===== config.mk =====
export PLATFORM = sky130hd
export DESIGN_NAME = decoder_rr_arbiter
export DESIGN_NICKNAME = d
export VERILOG_FILES = /design/src/rtl/decoder_rr_arbiter.sv
export SDC_FILE = /design/constraint.sdc
export NUM_CORES = 1
export LEC_CHECK = 0
export ABC_AREA = 1
export ABC_CLOCK_PERIOD_IN_PS = 1800
export BUFFER_PORTS_ARGS = -buffer_cell sky130_fd_sc_hd__buf_2
export CAP_MARGIN = 20
export CORE_AREA = 2 2 42 44
export CTS_BUF_LIST = sky130_fd_sc_hd__clkbuf_4 sky130_fd_sc_hd__clkbuf_8
export DETAILED_ROUTE_END_ITERATION = 16
export DIE_AREA = 0 0 44 46
export PLACE_DENSITY = 0.72
export REMOVE_ABC_BUFFERS = 1
export SLEW_MARGIN = 10
export SYNTH_ARGS = -nofsm -noshare
export SYNTH_HDL_FRONTEND = slang
export SYNTH_SLANG_ARGS = --single-unit

===== constraint.sdc =====
create_clock -name clk -period 1.8 [get_ports clk]
set_input_delay 0.27 -clock clk [delete_from_list [all_inputs] [get_ports clk]]
set_output_delay 0.27 -clock clk [all_outputs]
set_load 0.005 [all_outputs]

===== src/rtl/decoder_rr_arbiter.sv =====
// decoder_rr_arbiter: four-way round-robin arbiter that drives the select and
// enable pins of a 2-to-4 decoder. One owner at a time, with a one-cycle dead
// gap (en=0) between consecutive owners. All outputs are registered.
// Optional build macro ARB_TIMEOUT_EN adds a hold counter that forces release
// after MAX_HOLD grant cycles and pulses timeout during the resulting gap.
module decoder_rr_arbiter #(
  parameter int MAX_HOLD = 16,
  parameter int RST_PTR  = 0
) (
  input  logic       clk,
  input  logic       rst_n,
  input  logic [3:0] req,
  output logic [3:0] grant,
  output logic [1:0] sel,
  output logic       en,
  output logic       busy,
  output logic       timeout
);

  typedef enum logic [1:0] {IDLE, GRANT, GAP} state_t;

  state_t     state, state_nxt;
  logic [1:0] owner, owner_nxt;
  logic [1:0] ptr, ptr_nxt;
  logic [3:0] grant_nxt;
  logic [1:0] sel_nxt;
  logic       en_nxt;
  logic       busy_nxt;
  logic       win_vld;
  logic [1:0] win_idx;
  logic       force_rel;

  if (MAX_HOLD < 1 || MAX_HOLD > 255) begin : g_bad_max_hold
    $error("decoder_rr_arbiter: MAX_HOLD must be within 1..255");
  end
  if (RST_PTR < 0 || RST_PTR > 3) begin : g_bad_rst_ptr
    $error("decoder_rr_arbiter: RST_PTR must be within 0..3");
  end

  // Scan from the pointer upward (mod 4); walking offsets downward lets the
  // smallest offset overwrite the result last, so it wins.
  function automatic logic [2:0] rr_pick(input logic [3:0] r, input logic [1:0] p);
    logic [2:0] res;
    logic [1:0] idx;
    res = 3'b000;
    for (int i = 3; i >= 0; i--) begin
      idx = p + 2'(i);
      if (r[idx]) res = {1'b1, idx};
    end
    return res;
  endfunction

  assign {win_vld, win_idx} = rr_pick(req, ptr);

`ifdef ARB_TIMEOUT_EN
  logic [7:0] hold_cnt;

  assign force_rel = (state == GRANT) && req[owner] && (hold_cnt == 8'(MAX_HOLD - 1));

  // Hold counter sits at zero outside GRANT so every grant starts from zero;
  // timeout flags the gap cycle that follows a forced release.
  always_ff @(posedge clk or negedge rst_n) begin
    if (!rst_n) begin
      hold_cnt <= 8'd0;
      timeout  <= 1'b0;
    end else begin
      hold_cnt <= (state_nxt == GRANT && state == GRANT) ? hold_cnt + 8'd1 : 8'd0;
      timeout  <= force_rel;
    end
  end
`else
  assign force_rel = 1'b0;
  assign timeout   = 1'b0;
`endif

  // Next-state and next-output decode; outputs are loaded into registers below.
  always_comb begin
    state_nxt = state;
    owner_nxt = owner;
    ptr_nxt   = ptr;
    grant_nxt = grant;
    sel_nxt   = sel;
    en_nxt    = en;
    busy_nxt  = busy;
    unique case (state)
      IDLE, GAP: begin
        if (win_vld) begin
          state_nxt = GRANT;
          owner_nxt = win_idx;
          grant_nxt = 4'b0001 << win_idx;
          sel_nxt   = win_idx;
          en_nxt    = 1'b1;
          busy_nxt  = 1'b1;
        end else begin
          state_nxt = IDLE;
          grant_nxt = 4'b0000;
          sel_nxt   = 2'b00;
          en_nxt    = 1'b0;
          busy_nxt  = 1'b0;
        end
      end
      GRANT: begin
        if (!req[owner] || force_rel) begin
          state_nxt = GAP;
          grant_nxt = 4'b0000;
          sel_nxt   = owner;
          en_nxt    = 1'b0;
          busy_nxt  = 1'b1;
          ptr_nxt   = owner + 2'd1;
        end
      end
      default: begin
        state_nxt = IDLE;
        grant_nxt = 4'b0000;
        sel_nxt   = 2'b00;
        en_nxt    = 1'b0;
        busy_nxt  = 1'b0;
      end
    endcase
  end

  // State, pointer and registered outputs; reset acts without a clock edge.
  always_ff @(posedge clk or negedge rst_n) begin
    if (!rst_n) begin
      state <= IDLE;
      owner <= 2'd0;
      ptr   <= 2'(RST_PTR);
      grant <= 4'b0000;
      sel   <= 2'b00;
      en    <= 1'b0;
      busy  <= 1'b0;
    end else begin
      state <= state_nxt;
      owner <= owner_nxt;
      ptr   <= ptr_nxt;
      grant <= grant_nxt;
      sel   <= sel_nxt;
      en    <= en_nxt;
      busy  <= busy_nxt;
    end
  end

endmodule

Word-level counts from Yosys, hierarchy flattened
Cells that the tools add are included.
{ "totals": {"reg_bits": 14, "input_bits": 6, "word_cells": 53} }
{ "classes": {"n_addsub": 4, "n_lt_le_gt_ge": 5, "eq_ne": 3, "shifts": 1, "n_mux": 28, "bitwise": 1, "n_reduce_logical": 4} }
{ "ops": {"columns": ["op", "n"], "rows": [
  ["$lt A2 B3 Y1 const B", 5],
  ["$mux W3", 4],
  ["$bmux W1 S2", 5],
  ["$mux W1", 9],
  ["$mux W4", 2],
  ["$pmux W2 S2", 2],
  ["$pmux W4 S2", 1],
  ["$mux W2", 3],
  ["$add A2 B1 Y2 const B", 2],
  ["$add A2 B2 Y2 const B", 2],
  ["$pmux W1 S2", 2],
  ["$reduce_and A2 Y1", 2],
  ["$shl A1 B2 Y4 const A", 1],
  ["$eq A2 B1 Y1 const B", 1],
  ["$eq A2 B2 Y1 const B", 1],
  ["$logic_not A2 Y1", 1],
  ["$ne A2 B2 Y1 const B", 1],
  ["$reduce_or A2 Y1", 1],
  ["$not A1 Y1", 1]
]} }

Depth between registers and ports, before layout
{ "logic_depth": {"depth_word": 10, "ltp_mapped": 13, "ltp_nobuf": 13} }

Worst setup path before layout
OpenSTA, ideal clock, no wires.
{ "synth_path": {"path_kind": "flip-flop to flip-flop", "from": "reg ptr[0]", "to": "reg grant[2]", "setup_ns": 0.117, "t_arrival_ns": 1.208, "required_time_ns": 1.683, "slack_ns": 0.474, "path_stages_with_launch": 13, "path_buffers": 0, "period_less_slack_ns": 1.326, "cell_sequence": "dfrtp_1 > inv_2 > nand2_1 > nand2_1 > nand2_1 > nand2_2 > inv_1 > nand2_1 > nand2_1 > nand2_1 > nand2_1 > nand3_1 > nand2_1"} }
{ "synth_via": {"elab_chain_cells": 10, "elab_cells_between_ends": 18} }
{ "synth_rtl": {"columns": ["item", "line", "source"], "rows": [
  ["start: declaration", "24", "logic [1:0] ptr, ptr_nxt;"],
  ["start signal: assignment", "127", "ptr <= 2'(RST_PTR);"],
  ["start signal: assignment", "135", "ptr <= ptr_nxt;"],
  ["$add A2 B2 Y2", "47", "idx = p + 2'(i);"],
  ["$bmux W1 S2", "48", "if (r[idx]) res = {1'b1, idx};"],
  ["$mux W1 (implied by the code)", "48", null],
  ["$mux W3 (3 in a row)", "48", null],
  ["$mux W3 (*)", "48", null],
  ["$shl A1 B2 Y4", "90", "grant_nxt = 4'b0001 << win_idx;"],
  ["$mux W4 (*)", "87", "if (win_vld) begin"],
  ["$pmux W4 S2 (*)", "85", "unique case (state)"],
  ["end signal: assignment", "136", "grant <= grant_nxt;"],
  ["end: declaration", "13", "output logic [3:0] grant,"]
]} }
Mark *: on every way between the ends. The rest lies on a longest branch, timed or not. The select of a mux whose other input is x is not followed.
A chain may end at the register's enable or synchronous reset.

Final worst setup path
{ "layout_path": {"from": "reg ptr[0]", "to": "reg grant[0]"} }
Same word-level chain as after synthesis.

==> qor.txt <==
status -> completed
first-pass GRT wire length -> 2730 microns
Clock power frac -> 11.0%
# H-tree levels -> 1
Slowest cell on crit path -> dfrtp_1
Worst R2R Start -> ptr[0]$_DFFE_PN0P_
kind of critical path -> reg2reg
number of port buffers -> 13
routed length per instance -> 10.8 microns
count leader, synth -> nand2_1
via count -> 722
PwrDens -> 2020 nW/um^2
Mapped Cells -> 112
DIE HEIGHT -> 46 microns
synth unique cells -> 18
post-CTS resize count -> 0
latest clock arrival within the worst-skew pair -> 0.27 ns
ys flop type -> dfrtp_1
vias in the first global route -> 713
fmax -> 0.659 GHz
final worst-path cycle share -> 84.3%
CTS sink count -> 13
leakage -> 0.524 nW
flop-to-flop setup slack -> 0.28 ns
Req. time, crit path -> 1.97 ns
Antenna Cells -> 0
maximum VDD drop -> 0.00111 V
Async SR Flop Fraction -> 100%
reg-to-reg endpoint -> grant[0]$_DFFE_PN0P_
GRT Total Usage -> 18.6%
CTS Buf Count -> 3
Setup Viol. Count Final -> 0
Mapped Avg Cell Area -> 6.76 sq um
area grow syn2layout -> 15.0%
Hold WC Path Type -> in2async
Initial Util -> 46.9%
CP most frequent cell -> nand2_1
Max Clock Skew -> 0.00339 ns
Synth area leader -> dfrtp_1
Antenna Nets Post-Route -> 0
clock tree root buffer cell -> clkbuf_4
Final Cell Area -> 871 sq um
chip width -> 44 microns
share of layout cells above drive strength 1 -> 18.0%
HPWL after DPL -> 1210 microns
Synth Cell Area -> 757 sq um
Pins Over Slew Limit -> 0
setup_tns -> 0 ns
Hold Fails Final Rpt -> 0
wire length on met2 -> 741 microns
sequential group share of total power -> 29.8%
Final #Nets -> 135
CP startpoint kind -> flip-flop
crit end category -> flip-flop
Reg clk slew, reported paths -> 0.08 ns
RSZ-0062 raised after global routing -> false
Internal -> 0.900 mW
drt drc -> 0
Vias/cell -> 4.98
P_sw -> 0.859 mW
initial DRC count -> 22
GR Overflow Total -> 0
Metal-1 WL -> 731 microns
switching power share of the total -> 48.8%
Synth top area share -> 43.0%
largest net degree at the start of global routing -> 14
placed cell count -> 140
Tmin final -> 1.52 ns
Routed WL -> 1560 microns
Comb pwr share -> 59.2%
CTS tree -> done
Seq cells post-synth -> 13
num rows -> 15
core area -> 1610 sq um
Clock Path Buffers -> 2
crit-path max FO -> 9
Die ar. -> 2020 sq um
CP cell instances -> inv_2 -> nand2_1 -> nand3_1 -> nand2_1 -> nor2_1 -> nand3_1 -> nand2_1 -> nor2_2 -> nand2_1 -> nand2_1
depth of the most critical reg-to-reg path -> 10
Max Cap Viol -> 0
Synth area leaders -> dfrtp_1, nand2_1, nand3_1
YS warnings -> 0
sequential fraction of the synthesis area -> 43.0%
met3 WL -> 58 microns
First-pass DRT Iterations -> 4
placed cell area -> 831 sq um
Commonest cells post-synth -> nand2_1, dfrtp_1, inv_1
initial antenna violation count -> 0
CP max stage delay -> 0.45 ns
DR top layer -> met4
crit path DAT -> 1.69 ns
final RePlAce weighted congestion -> 0.792
I/O pin total -> 15
Non-Filler Instances -> 145
worst hold margin -> 0.401 ns
Post-synth EDFFs -> 0
layout make-up:
class	count	area [sq um]
Clock buffer	4	30.0
Fill cell	155	743
Inverter	13	48.8
Multi-Input combinational cell	84	370
Sequential cell	13	325
Tap cell	17	21.3
Timing Repair Buffer	14	75.1
cells in the final DEF (no fill, tap or decap):
cell / netlist / layout
inv_1: 12 / 12
mux2i_1: 1 / 1
nand3_1: 9 / 9
clkbuf_4: 0 / 4
buf_2: 1 / 13
inv_2: 1 / 1
xor2_1: 1 / 1
nand3_2: 1 / 1
dlygate4sd3_1: 0 / 1
dfrtp_1: 13 / 13
conb_1: 1 / 1
nor2_2: 1 / 1
and2_4: 1 / 1
o21ai_1: 3 / 3
nand2_1: 51 / 51
a21oi_1: 4 / 4
o21ai_0: 4 / 4
nor2_1: 5 / 5
nand2_2: 2 / 2
worst max-delay path: cells and delay by family (launching register included):
family	cells	cell delay [ns]
simple gates	9	0.80
flops	1	0.45
buf+inv	1	0.16
registers in the layout, indices dropped and copies added, names as in the netlist:
register / cells
busy: 1
sel: 2
ptr: 2
state: 2
grant: 4
owner: 2
metrics by stage:
step                      total power, mW  util [%]  setup slack (ns)
after floorplan                      1.31         -             0.474
after global placement               1.56      51.5             0.346
after detailed placement             1.57      51.5             0.300
after CTS                            1.77      54.0             0.282
after global routing                 1.96      54.0            0.0979
final                                1.76      54.0             0.283
layer usage:
metal,global-route usage (%),vias to the layer above
li1,-,373
met1,22.9,328
met2,30.3,17
met3,3.97,4
met4,10.3,0
met5,0,-
timing repair:
item,in CTS,in global routing
setup buffers,0,0
hold buffers,1,0
endpoints found under the hold margin,13,0
worst max-delay path by stage:
stage                  startpoint                    to  slack [ns]  cells after the start
6_report       ptr[0]$_DFFE_PN0P_  grant[0]$_DFFE_PN0P_        0.28                     10
3_5_place_dp   ptr[0]$_DFFE_PN0P_    sel[0]$_DFFE_PN0P_        0.30                     12
5_1_grt        ptr[0]$_DFFE_PN0P_  grant[2]$_DFFE_PN0P_         0.1                     12
3_3_place_gp   ptr[0]$_DFFE_PN0P_  grant[2]$_DFFE_PN0P_        0.35                     12
2_1_floorplan  ptr[0]$_DFFE_PN0P_  grant[2]$_DFFE_PN0P_        0.47                     12
4_1_cts        ptr[0]$_DFFE_PN0P_    sel[0]$_DFFE_PN0P_        0.28                     12
power by group through the flow:
stage / Combinational [mW] / Clock [mW] / Sequential, mW
after floorplan: 0.788 / 0 / 0.525
after global placement: 1.03 / 0 / 0.530
after detailed placement: 1.04 / 0 / 0.530
after CTS: 1.04 / 0.196 / 0.525
after global routing: 1.21 / 0.208 / 0.543
final: 1.04 / 0.194 / 0.525
cell families (layout without fill, tap and decap cells):
family / Yosys count / count (layout) / synth area share [%]
xor+xnor: 1 / 1 / 1.16
buf+inv: 15 / 31 / 8.10
compound gates: 11 / 11 / 7.27
simple gates: 70 / 70 / 38.7
other cells: 1 / 1 / 0.495
flops: 13 / 13 / 43.0
mux: 1 / 1 / 1.32
No activity file was read; power rests on OpenSTA's default activity.
